[config.mk]
export PLATFORM = sky130hd
export DESIGN_NAME = bit_timer_ctrl
export DESIGN_NICKNAME = d
export VERILOG_FILES = /design/src/rtl/bit_timer_ctrl.sv
export SDC_FILE = /design/constraint.sdc
export NUM_CORES = 1
export LEC_CHECK = 0
export ABC_AREA = 1
export BUFFER_PORTS_ARGS = -buffer_cell sky130_fd_sc_hd__buf_2
export CELL_PAD_IN_SITES_DETAIL_PLACEMENT = 1
export CELL_PAD_IN_SITES_GLOBAL_PLACEMENT = 2
export CORE_UTILIZATION = 33
export DETAILED_ROUTE_END_ITERATION = 7
export GPL_ROUTABILITY_DRIVEN = 1
export PLACE_DENSITY = 0.8
export SLEW_MARGIN = 20
export SYNTH_ARGS = -nofsm -noshare
export SYNTH_HDL_FRONTEND = slang
export SYNTH_SLANG_ARGS = --single-unit
[constraint.sdc]
create_clock -name clk -period 4.02 [get_ports clk]
set_input_delay 0.804 -clock clk [delete_from_list [all_inputs] [get_ports clk]]
set_output_delay 0.804 -clock clk [all_outputs]
set_load 0.05 [all_outputs]
[src/rtl/bit_timer_ctrl.sv]
// bit_timer_ctrl: sequencing controller for a rollover bit timer.
// After an accepted start it waits half a bit period, then emits one
// shift_strobe per bit period for the latched bit count, and ends each
// packet with a one-cycle packet_done.
//
// Interface contract: start is a level request that is only accepted in
// IDLE (abort has priority over it). shift_strobe, packet_done and err_cfg
// are single-cycle pulses that carry no backpressure: consumers must take
// them in the cycle they are high. bit_idx is meaningful only while
// shift_strobe is high.
module bit_timer_ctrl #(
  parameter int CNT_BITS = 4,
  parameter int IDX_BITS = 4
) (
  input  logic                clk,
  input  logic                n_rst,
  input  logic                start,
  input  logic                abort,
  input  logic [CNT_BITS-1:0] bit_period,
  input  logic [IDX_BITS-1:0] num_bits,
  output logic                busy,
  output logic                shift_strobe,
  output logic [IDX_BITS-1:0] bit_idx,
  output logic                packet_done,
  output logic                err_cfg
);

  localparam logic [CNT_BITS-1:0] CNT_ONE = CNT_BITS'(1);
  localparam logic [IDX_BITS-1:0] IDX_ONE = IDX_BITS'(1);

  typedef enum logic [1:0] {IDLE, HALF, BIT, DONE} state_t;

  state_t              state, state_nxt;
  logic [CNT_BITS-1:0] cnt, cnt_nxt;
  logic [CNT_BITS-1:0] period_q;
  logic [IDX_BITS-1:0] nbits_q;
  logic [IDX_BITS-1:0] idx_q, idx_nxt;
  logic                err_q, err_nxt;
  logic                latch_cfg;

  // Config is legal when period >= 2 (some bit above bit 0 set) and count >= 1.
  logic                cfg_ok;
  logic [CNT_BITS-1:0] half_target;
  logic                hit_half;
  logic                hit_bit;
  logic                last_bit;

  assign cfg_ok      = ((bit_period >> 1) != '0) && (num_bits != '0);
  assign half_target = period_q >> 1;
  assign hit_half    = (state == HALF) && (cnt == half_target);
  assign hit_bit     = (state == BIT) && (cnt == period_q);
  assign last_bit    = (idx_q == (nbits_q - IDX_ONE));

  // Outputs are decodes of registered state only; no input reaches them.
  assign busy         = (state != IDLE);
  assign packet_done  = (state == DONE);
  assign shift_strobe = hit_half | hit_bit;
  assign bit_idx      = idx_q;
  assign err_cfg      = err_q;

  // State, counter, bit index and latched configuration registers.
  always_ff @(posedge clk or negedge n_rst) begin
    if (!n_rst) begin
      state    <= IDLE;
      cnt      <= '0;
      idx_q    <= '0;
      err_q    <= 1'b0;
      period_q <= '0;
      nbits_q  <= '0;
    end else begin
      state <= state_nxt;
      cnt   <= cnt_nxt;
      idx_q <= idx_nxt;
      err_q <= err_nxt;
      if (latch_cfg) begin
        period_q <= bit_period;
        nbits_q  <= num_bits;
      end
    end
  end

  // Next-state logic: start acceptance, half-period wait, per-bit rollover.
  always_comb begin
    state_nxt = state;
    cnt_nxt   = cnt;
    idx_nxt   = idx_q;
    err_nxt   = 1'b0;
    latch_cfg = 1'b0;
    case (state)
      IDLE: begin
        if (start && !abort) begin
          if (cfg_ok) begin
            latch_cfg = 1'b1;
            cnt_nxt   = CNT_ONE;
            idx_nxt   = '0;
            state_nxt = HALF;
          end else begin
            err_nxt = 1'b1;
          end
        end
      end
      HALF: begin
        if (abort) begin
          state_nxt = IDLE;
          cnt_nxt   = '0;
          idx_nxt   = '0;
        end else if (hit_half) begin
          cnt_nxt   = CNT_ONE;
          idx_nxt   = idx_q + IDX_ONE;
          state_nxt = (nbits_q == IDX_ONE) ? DONE : BIT;
        end else begin
          cnt_nxt = cnt + CNT_ONE;
        end
      end
      BIT: begin
        if (abort) begin
          state_nxt = IDLE;
          cnt_nxt   = '0;
          idx_nxt   = '0;
        end else if (hit_bit) begin
          // Counter never passes period_q, so period = all ones cannot wrap.
          cnt_nxt = CNT_ONE;
          idx_nxt = idx_q + IDX_ONE;
          if (last_bit) begin
            state_nxt = DONE;
          end
        end else begin
          cnt_nxt = cnt + CNT_ONE;
        end
      end
      DONE: begin
        state_nxt = IDLE;
        cnt_nxt   = '0;
        idx_nxt   = '0;
      end
      default: begin
        state_nxt = IDLE;
        cnt_nxt   = '0;
        idx_nxt   = '0;
      end
    endcase
  end

endmodule
After elaboration in Yosys (flattened, before gate mapping)
Cells that the tools add are included.

$mul: 0. Divide/modulo/power cells: 0. Bitwise gates (word level): 1. Shift operators: 0. Order comparisons: 0. Reductions and logical operators: 12. Add/subtract/negate cells: 3. Muxes and demuxes: 29. Equality and inequality tests: 12.

Operators by type and width (count): $mux W4 (12); $pmux W4 S4 (2); $mux W2 (7); $ne A3 B3 Y1 const B (3); $add A4 B1 Y4 const B (2); $eq A4 B4 Y1 (2); $pmux W2 S4 (1); $reduce_bool A4 Y1 (2); $mux W1 (7); $reduce_and A5 Y1 (1); $eq A2 B2 Y1 const B (2); $eq A4 B1 Y1 const B (1); $eq A4 B3 Y1 (1); $logic_and A1 B1 Y1 (4); $ne A2 B2 Y1 const B (2); $reduce_and A4 Y1 (1); $sub A4 B1 Y4 const B (1); $eq A2 B1 Y1 const B (1); $logic_not A2 Y1 (1); $reduce_and A2 Y1 (1); $reduce_bool A2 Y1 (1); $logic_not A1 Y1 (1); $or A1 B1 Y1 (1).

Input bits: 12. ROM bits: 0. Output and inout port bits: 8. Bits in registers: 19. Latch bits: 0. Word-level logic and storage cells: 63. Memory bits (writable): 0. Memories: 0.

Longest topological paths before layout
Gate-level depths: netlist (run 1).

Word-level depth: 6. Depth in mapped cells: 13. Mapped depth without buffers: 13.

Worst setup path after synthesis (run 1)
No wires, ideal clock.

Kind: reg2out. Start point: reg cnt[0]. End point: out shift_strobe. Path buffers: 0. Arrival: 1507 ps. Cell stages (with the launch flop): 7. Setup slack: 1709 ps. Path through: dfrtp_1 -> inv_2 -> nand2_1 -> nand2_1 -> nor2_1 -> nand2_1 -> o22ai_1.

Longest elaborated chain between the ends: 3.

RTL lines: start, declared (RTL line 34) `logic [CNT_BITS-1:0] cnt, cnt_nxt;`; start signal, assigned (RTL line 72) `cnt <= cnt_nxt;`; $eq A4 B3 Y1 or $eq A4 B4 Y1 (tied branches) (RTL line 50, 51); $logic_and A1 B1 Y1, on equally long branches (RTL line 50, 51); $or A1 B1 Y1 * (RTL line 57) `assign shift_strobe = hit_half | hit_bit;`; end, declared (RTL line 22) `output logic shift_strobe,`.

Every way passes the cells marked *; elsewhere a longest branch is shown, timed or not.

Worst setup path in the final report (run 1)
Same ends and word-level chain as after synthesis.

==> flow_summary.ini, run 1 <==
[status]
status = finished clean

[power]
leakagePower_nw = 0.7800
power.density_nw_per_um2 = 690.3
vdd_drop_max_mv = 0.2533

[synth]
synth_area_um2 = 1249
ys_seq_area_share_pct = 38.08
ys_types = 19
syn_area_per_cell_um2 = 7.055
syn_nets = 197
synthCells = 177
synth_seq_cells = 19
synth_warnings = 0

[layout]
final_cell_area_um2 = 1441
n_antenna_cell = 0
layout-drive-gt1-share_pct = 15.08
n_fill_cell = 466
mostFrequentLayoutCells = nand2_1, inv_1, dfrtp_1, buf_2, nor2_1
nNetsFinal = 220
synthToLayoutAreaGrowth_pct = 15.43
final_common_cell = nand2_1

[worst_setup_path]
arrival_ns = 1.68
crit_type = flop to output port
end_kind = output port
ff2ff_path_depth = 5
crit_fanout = 7
worstPathRequired_ns = 3.22
reg2reg_to = period_q[2]$_DFFE_PN0P_
r2r_start = state[0]$_DFFE_PN0P_
reg2reg_slack_ns = 2.13
worstSetupStartpointType = flop

[floorplan]
core_um2 = 3468
dieArea_um2 = 4034
ios = 20
die_w_um = 63.52
die_height_um = 63.52
initial_core_util_pct = 36.00
core.rowCount = 21

[clock_tree]
cts_max_level = 1
numCtsBuffers = 3
insertion_delay_ns = 0.26
cts.root.buffer_cell = clkbuf_8
cts_tree = yes
clockBufferDepth = 2
clk_pin_slew_worst_paths_ns = 0.07
post_cts_buffers = 0
cts_hold_buf = 0
clock-sinks = 19
cts_resized = 0

[route]
dr.pass1.iters = 4
antenna_left = 0
wl_per_cell_um = 13.09
drt_iter0_drc = 42
wirelength_mm = 3.206
drcViolationCount = 0
via_count = 1159
routed_via_density = 4.731

[global_routing]
grt_pass1_wl_mm = 5.664
top_usage_layer = met2
overflow = 0
grt_pass1_vias = 1215
globalRouteTotalUtil_pct = 18.08
use_met1_pct = 24.58
grt_max_degree = 20
antenna_found_initial = 0
use_met2_pct = 29.39
grt_use_met3_pct = 1.630

[sta]
fmax_mhz = 403.3
rsz0062_at_grt = false
setup_viol = 0
slew_viol_final = 0
slew_headroom_pct = 45.32
skew_ns = 0.002579
fin_setup_tns_ns = 0
finalHoldViolCount = 0
min_period_over_period_pct = 61.68
fin_crit_ns = 2.479
worst_slew_pin_slew_ns = 0.8172

[placed_design]
gp_congestion = 0.7558
post-dp-hpwl_mm = 2.577
port_buffers = 19
post_dp_cell_area_um2 = 1396

[flow_run]
maxCapViolations = 0

[min_path]
min_path_type = input port to asynchronous set/reset pin
## critical path: stages, from the launching register on
cell and delay (ns):
dfrtp_1 0.51, inv_2 0.09, nand2_1 0.07, nand2_1 0.05
nor2_1 0.12, nand2_1 0.11, o22ai_1 0.17, buf_2 0.28
## registers in the layout, indices dropped and copies added (netlist names)
name,count
bit_idx,4
cnt,4
err_cfg,1
nbits_q,4
period_q,4
state,2
## area by class of cell
type	count	area, um2	share of cell area, %
Clock buffer	4	45.04	3.125
Inverter	27	101.3	7.031
Multi-Input combinational cell	130	666.9	46.27
Sequential cell	19	475.5	32.99
Tap cell	46	57.56	3.993
Timing Repair Buffer	19	95.09	6.597
## kinds of logic after synthesis
| kind of cell | Yosys count | share of synthesized area, % |
|---|---|---|
| xor gates and xnor gates | 6 | 4.208 |
| DFF | 19 | 38.08 |
| AOI/OAI and AO/OA | 18 | 7.515 |
| buffers and inverters | 28 | 8.517 |
| adders and majority gates | 8 | 8.016 |
| and+or+nand+nor | 98 | 33.67 |
## power breakdown
group	switching [mW]	internal, mW
clock	0.0692	0.0707
sequential	0.0644	0.253
combinational	0.368	0.169
## stage by stage
stage	total power, mW	hold slack (ns)	instances	worst slack [ns]	util (%)
after global routing	1.096	0.5260	245	1.366	41.56
after CTS	1.013	0.5006	245	1.524	41.56
after global placement	0.8463	0.5179	241	1.845	40.26
final	0.9950	0.4853	245	1.541	41.56
after detailed placement	0.8666	0.5308	241	1.822	40.26
after floorplan	0.7186	0.4891	177	1.709	-
## synthesized netlist by cell type
master	n	share of area [%]
dfrtp_1	19	38
nor2_8	1	1.6
o21ai_0	14	5.6
xor2_1	4	2.8
buf_2	1	0.40
inv_1	24	7.2
o22ai_1	3	1.5
nor4_1	1	0.50
nor3_1	2	0.80
inv_2	3	0.90
xnor2_1	2	1.4
nand4_1	2	1.0
ha_1	8	8.0
nand2_2	3	1.5
nor2_1	17	5.1
a21oi_1	1	0.40
nand2_4	1	0.90
nand2_1	62	19
nand3_1	9	3.6
## metal layers
metal  vias up  routed length (um)  part of all wire, %
li1        590                   -                    -
met2        18                1475                   46
met3         5                  69                  2.2
met5         -                   0                    0
met4         0                  53                  1.7
met1       546                1607                   50
## worst max path at each step
| stage | startpoint | cells after the start | slack, ns | to |
|---|---|---|---|---|
| after CTS | cnt[0]$_DFFE_PN0P_ | 7 | 1.52 | shift_strobe |
| after detailed placement | cnt[0]$_DFFE_PN0P_ | 7 | 1.82 | shift_strobe |
| after global routing | cnt[0]$_DFFE_PN0P_ | 7 | 1.37 | shift_strobe |
| final | cnt[0]$_DFFE_PN0P_ | 7 | 1.54 | shift_strobe |
| after floorplan | cnt[0]$_DFFE_PN0P_ | 6 | 1.71 | shift_strobe |
| after global placement | cnt[0]$_DFFE_PN0P_ | 7 | 1.84 | shift_strobe |
(Power assumes the default switching activity.)
==> run 2, diff against run 1 <==
--- a/config.mk
+++ b/config.mk
@@ -9,10 +9,10 @@
 export BUFFER_PORTS_ARGS = -buffer_cell sky130_fd_sc_hd__buf_2
 export CELL_PAD_IN_SITES_DETAIL_PLACEMENT = 1
 export CELL_PAD_IN_SITES_GLOBAL_PLACEMENT = 2
-export CORE_UTILIZATION = 33
+export CORE_UTILIZATION = 28
 export DETAILED_ROUTE_END_ITERATION = 7
 export GPL_ROUTABILITY_DRIVEN = 1
-export PLACE_DENSITY = 0.8
+export PLACE_DENSITY = 0.72
 export SLEW_MARGIN = 20
 export SYNTH_ARGS = -nofsm -noshare
 export SYNTH_HDL_FRONTEND = slang
==> constraint.sdc (replaced) <==
create_clock -name clk -period 2.15 [get_ports clk]
set_input_delay 0.43 -clock clk [delete_from_list [all_inputs] [get_ports clk]]
set_output_delay 0.43 -clock clk [all_outputs]
set_load 0.05 [all_outputs]
==> flow_summary.ini, run 2 (synthesis results as in run 1) <==
[status]
status = finished clean

[layout]
nNetsFinal = 221
synthToLayoutAreaGrowth_pct = 16.63
layout-drive-gt1-share_pct = 16.50
n_antenna_cell = 0
final_common_cell = nand2_1
mostFrequentLayoutCells = nand2_1, inv_1, buf_2

[floorplan]
ios = 20
die_height_um = 68.78
core.rowCount = 23
dieArea_um2 = 4731
core_um2 = 4144
initial_core_util_pct = 30.13
die_w_um = 68.78

[clock_tree]
clk_pin_slew_worst_paths_ns = 0.08
cts_tree = yes
cts.root.buffer_cell = clkbuf_8
clockBufferDepth = 2
cts_resized = 0
cts_max_level = 1
post_cts_buffers = 0
insertion_delay_ns = 0.26
numCtsBuffers = 3
cts_hold_buf = 0
clock-sinks = 19

[worst_setup_path]
r2r_start = nbits_q[0]$_DFFE_PN0P_
worstSetupStartpointType = flop
crit_type = flop to output port
ff2ff_path_depth = 10
reg2reg_to = state[1]$_DFFE_PN0P_
arrival_ns = 1.51
max_stage_delay_ns = 0.43
end_kind = output port
crit_path_frequent_cell = nand2_1
reg2reg_slack_ns = 0.60
crit_fanout = 6
worstPathRequired_ns = 1.72
slowest_stage = dfrtp_1
crit_chain = inv_1 > nand2_1 > nand2_1 > nor2_1 > nand2_1 > o22ai_1 > buf_2

[sta]
skew_ns = 0.001444
setup_slack_ns = 0.2069
slew_headroom_pct = 67.81
min_period_over_period_pct = 90.38
fin_crit_ns = 1.943
setup_viol = 0
worst_slew_pin_slew_ns = 0.4829
slew_viol_final = 0
fin_setup_tns_ns = 0
fmax_mhz = 514.6
finalHoldViolCount = 0
rsz0062_at_grt = false

[power]
leakagePower_nw = 0.7869
cellInternalPower_mw = 0.9244
power.density_nw_per_um2 = 1272
combPwrFrac_pct = 53.8
p_clk_share_pct = 14.2
p_sw_share_pct = 50.11
switching_power_mw = 0.9283
vdd_drop_max_mv = 0.3719
seqPwrFrac_pct = 32.0

[route]
drcViolationCount = 0
wirelength_mm = 3.237
via_count = 1148
wl_per_cell_um = 12.95
drt_iter0_drc = 20
dr.pass1.iters = 3
antenna_left = 0
routed_via_density = 4.592

[min_path]
min_path_type = input port to asynchronous set/reset pin

[global_routing]
grt_pass1_wl_mm = 5.616
overflow = 0
grt_max_degree = 20
globalRouteTotalUtil_pct = 16.37
grt_pass1_vias = 1220
antenna_found_initial = 0

[placed_design]
post-dp-hpwl_mm = 2.663
pre_cts_ws_ns = 0.4623
port_buffers = 19
gp_congestion = 0.7632

[flow_run]
maxCapViolations = 0
==> run 2: cell count changes in the layout (fill, tap and decap cells not counted), sizes merged <==
cell,delta
clkinv,+1
buf,+1
clkbuf,-1
==> run 2: power by group through the flow <==
stage / Clock [mW] / Sequential, mW / Combinational (mW)
floorplan: 0 / 0.613 / 0.731
global placement: 0 / 0.599 / 0.995
detailed placement: 0 / 0.601 / 1.02
CTS: 0.268 / 0.593 / 1.03
global route: 0.284 / 0.616 / 1.17
finish: 0.263 / 0.592 / 0.997
==> run 2: critical path, delay by kind of cell (launching register included) <==
kind	cells	cell delay, ns
flops	1	0.43
buf+inv	2	0.36
simple gates	4	0.34
compound gates	1	0.12
==> run 2: worst max-delay path by stage <==
stage | startpoint | end | cells after the start | slack, ns
2_1_floorplan | cnt[0]$_DFFE_PN0P_ | shift_strobe | 6 | 0.21
3_3_place_gp | cnt[0]$_DFFE_PN0P_ | shift_strobe | 7 | 0.48
3_5_place_dp | cnt[0]$_DFFE_PN0P_ | shift_strobe | 7 | 0.46
4_1_cts | cnt[0]$_DFFE_PN0P_ | shift_strobe | 7 | 0.17
5_1_grt | cnt[1]$_DFFE_PN0P_ | shift_strobe | 7 | 0.02
6_report | cnt[1]$_DFFE_PN0P_ | shift_strobe | 7 | 0.21
==> run 2: final cells by class <==
type / count / area [um2]
Sequential cell: 19 / 476.7
Multi-Input combinational cell: 130 / 666.9
Timing Repair Buffer: 20 / 102.6
Tap cell: 50 / 62.56
Clock inverter: 1 / 5.005
Fill cell: 558 / 2688
Clock buffer: 3 / 41.29
Inverter: 27 / 101.3
==> run 2: metal layers <==
layer / vias up / global-route usage, % / routed length (um)
met5: - / 0 / 0
met4: 0 / 5.357 / 25
met3: 2 / 2.467 / 54
met2: 8 / 29.53 / 1677
met1: 540 / 19.70 / 1480
li1: 598 / - / -
==> run 2: per-stage QoR <==
stage / power [mW] / util, % / cells / area [um2] / hold slack (ns)
finish: 1.853 / 35.14 / 250 / 1456 / 0.1191
global route: 2.066 / 35.14 / 250 / 1456 / 0.1432
CTS: 1.888 / 35.11 / 250 / 1455 / 0.1374
detailed placement: 1.624 / 34.00 / 246 / 1409 / 0.4188
global placement: 1.593 / 34.00 / 246 / 1409 / 0.4184
floorplan: 1.344 / - / 177 / 1249 / 0.1344
==> run 3, diff against run 2 <==
--- a/config.mk
+++ b/config.mk
@@ -9,6 +9,7 @@
 export BUFFER_PORTS_ARGS = -buffer_cell sky130_fd_sc_hd__buf_2
 export CELL_PAD_IN_SITES_DETAIL_PLACEMENT = 1
 export CELL_PAD_IN_SITES_GLOBAL_PLACEMENT = 2
+export CORE_MARGIN = 2
 export CORE_UTILIZATION = 28
 export DETAILED_ROUTE_END_ITERATION = 7
 export GPL_ROUTABILITY_DRIVEN = 1
==> flow_summary.ini, run 3 (synthesis results as in run 1) <==
[clock_tree]
clockBufferDepth = 2
clock-sinks = 19
cts.root.buffer_cell = clkbuf_8
cts_max_level = 1
insertion_delay_ns = 0.26
cts_tree = yes
numCtsBuffers = 3
clk_pin_slew_worst_paths_ns = 0.08

[worst_setup_path]
arrival_ns = 1.53
worstSetupStartpointType = flop
crit_path_frequent_cell = nand2_1
crit_type = flop to output port
end_kind = output port
crit_chain = inv_2 > nand2_1 > nand2_1 > nor2_1 > nand2_1 > o22ai_1 > clkbuf_4
max_stage_delay_ns = 0.47
slowest_stage = dfrtp_1
worstPathRequired_ns = 1.72
crit_fanout = 7

[layout]
synthToLayoutAreaGrowth_pct = 16.83
final_cell_area_um2 = 1459
mostFrequentLayoutCells = nand2_1, inv_1, dfrtp_1
layout-drive-gt1-share_pct = 15.50
regArea_um2 = 475.5
final_common_cell = nand2_1
multi_input_area_um2 = 666.9
n_fill_cell = 568
n_antenna_cell = 0
nNetsFinal = 221

[power]
seqPwrFrac_pct = 31.9
leakagePower_nw = 0.7848
p_sw_share_pct = 49.87
combPwrFrac_pct = 54.3
p_clk_share_pct = 13.8
power.density_nw_per_um2 = 1271
vdd_drop_max_mv = 0.4089
power.total_mw = 1.854
cellInternalPower_mw = 0.9295
switching_power_mw = 0.9245

[placed_design]
pre_cts_ws_ns = 0.4292
port_buffers = 19
post-dp-hpwl_mm = 2.502
post_dp_cell_area_um2 = 1411
gp_congestion = 0.8156

[sta]
fin_hold_ws_ns = 0.1055
skew_ns = 0.003265
fin_crit_ns = 1.965
fmax_mhz = 509.0
rsz0062_at_grt = false
slew_viol_final = 0
setup_slack_ns = 0.1854
worst_slew_pin_slew_ns = 0.4423
min_period_over_period_pct = 91.38
setup_viol = 0
fin_setup_tns_ns = 0
finalHoldViolCount = 0
slew_headroom_pct = 70.52

[route]
routed_via_density = 4.587
wirelength_mm = 3.125
wl_per_cell_um = 12.40
drcViolationCount = 0
dr.pass1.iters = 4
antenna_left = 0
via_count = 1156
drt_iter0_drc = 31

[global_routing]
grt_max_degree = 20
antenna_found_initial = 0
overflow = 0
grt_pass1_vias = 1222
grt_pass1_wl_mm = 5.561
globalRouteTotalUtil_pct = 13.77

[floorplan]
core.rowCount = 24
die_height_um = 70.78
die_w_um = 70.78
dieArea_um2 = 5010
initial_core_util_pct = 28.88
core_um2 = 4324
ios = 20

[min_path]
min_path_type = input port to asynchronous set/reset pin

[status]
status = finished clean

[flow_run]
maxCapViolations = 0
run 3: cell types whose count changed in the layout (fill, tap and decap cells not counted), sizes merged:
cell    previous run  this run
clkbuf             3         5
buf               20        19
clkinv             1         0
run 3: worst paths after layout:
check | startpoint | end | slack (ns) | cells after the start
setup reg to reg | state[0]$_DFFE_PN0P_ | state[0]$_DFFE_PN0P_ | 0.57 | 8
max in group asynchronous | n_rst | bit_idx[1]$_DFFE_PN0P_ | 1.74 | 1
min in group clk | bit_period[0] | period_q[0]$_DFFE_PN0P_ | 0.39 | 3
hold reg to reg | state[1]$_DFFE_PN0P_ | state[1]$_DFFE_PN0P_ | 0.55 | 2
setup / recovery | cnt[0]$_DFFE_PN0P_ | shift_strobe | 0.19 | 7
hold / removal | n_rst | period_q[3]$_DFFE_PN0P_ | 0.11 | 1
run 3: routing by layer:
layer  part of all wire, %  track usage, %  vias to the layer above
li1                      -               -                      593
met1                    45           17.27                      548
met2                    52           24.71                       13
met3                   2.6           3.134                        2
met4                  0.58           1.887                        0
met5                     0               0                        -
run 3: timing repair:
action                                  in CTS  in global routing
endpoints found under the setup margin       0                  1
hold buffers                                 0                  0
resized for setup                            0                  1
buffers inserted                             0                  0
hold endpoints to repair                     0                  0
run 3: cell type report:
cell class,instances,area share (%)
Multi-Input combinational cell,130,45.71
Sequential cell,19,32.59
Inverter,27,6.947
Clock buffer,4,3.087
Tap cell,52,4.460
Timing Repair Buffer,20,7.204
run 3: through the flow:
step / utilization, % / instances
after floorplan: - / 177
after global placement: 32.64 / 248
after detailed placement: 32.64 / 248
after CTS: 33.68 / 252
after global routing: 33.74 / 252
final: 33.74 / 252
run 3: power by group through the flow:
stage	clock (mW)	sequential [mW]	combinational [mW]
5_1_grt	0.288	0.609	1.17
4_1_cts	0.269	0.594	1.02
3_5_place_dp	0	0.601	1.02
6_report	0.255	0.592	1.01
3_3_place_gp	0	0.594	1.00
2_1_floorplan	0	0.613	0.731
run 3: critical path, delay by kind of cell (launching register included):
family | cells | cell delay (ns)
flip-flops | 1 | 0.47
AND/OR/NAND/NOR | 4 | 0.29
buffers and inverters | 2 | 0.34
AO/OA/AOI/OAI | 1 | 0.18
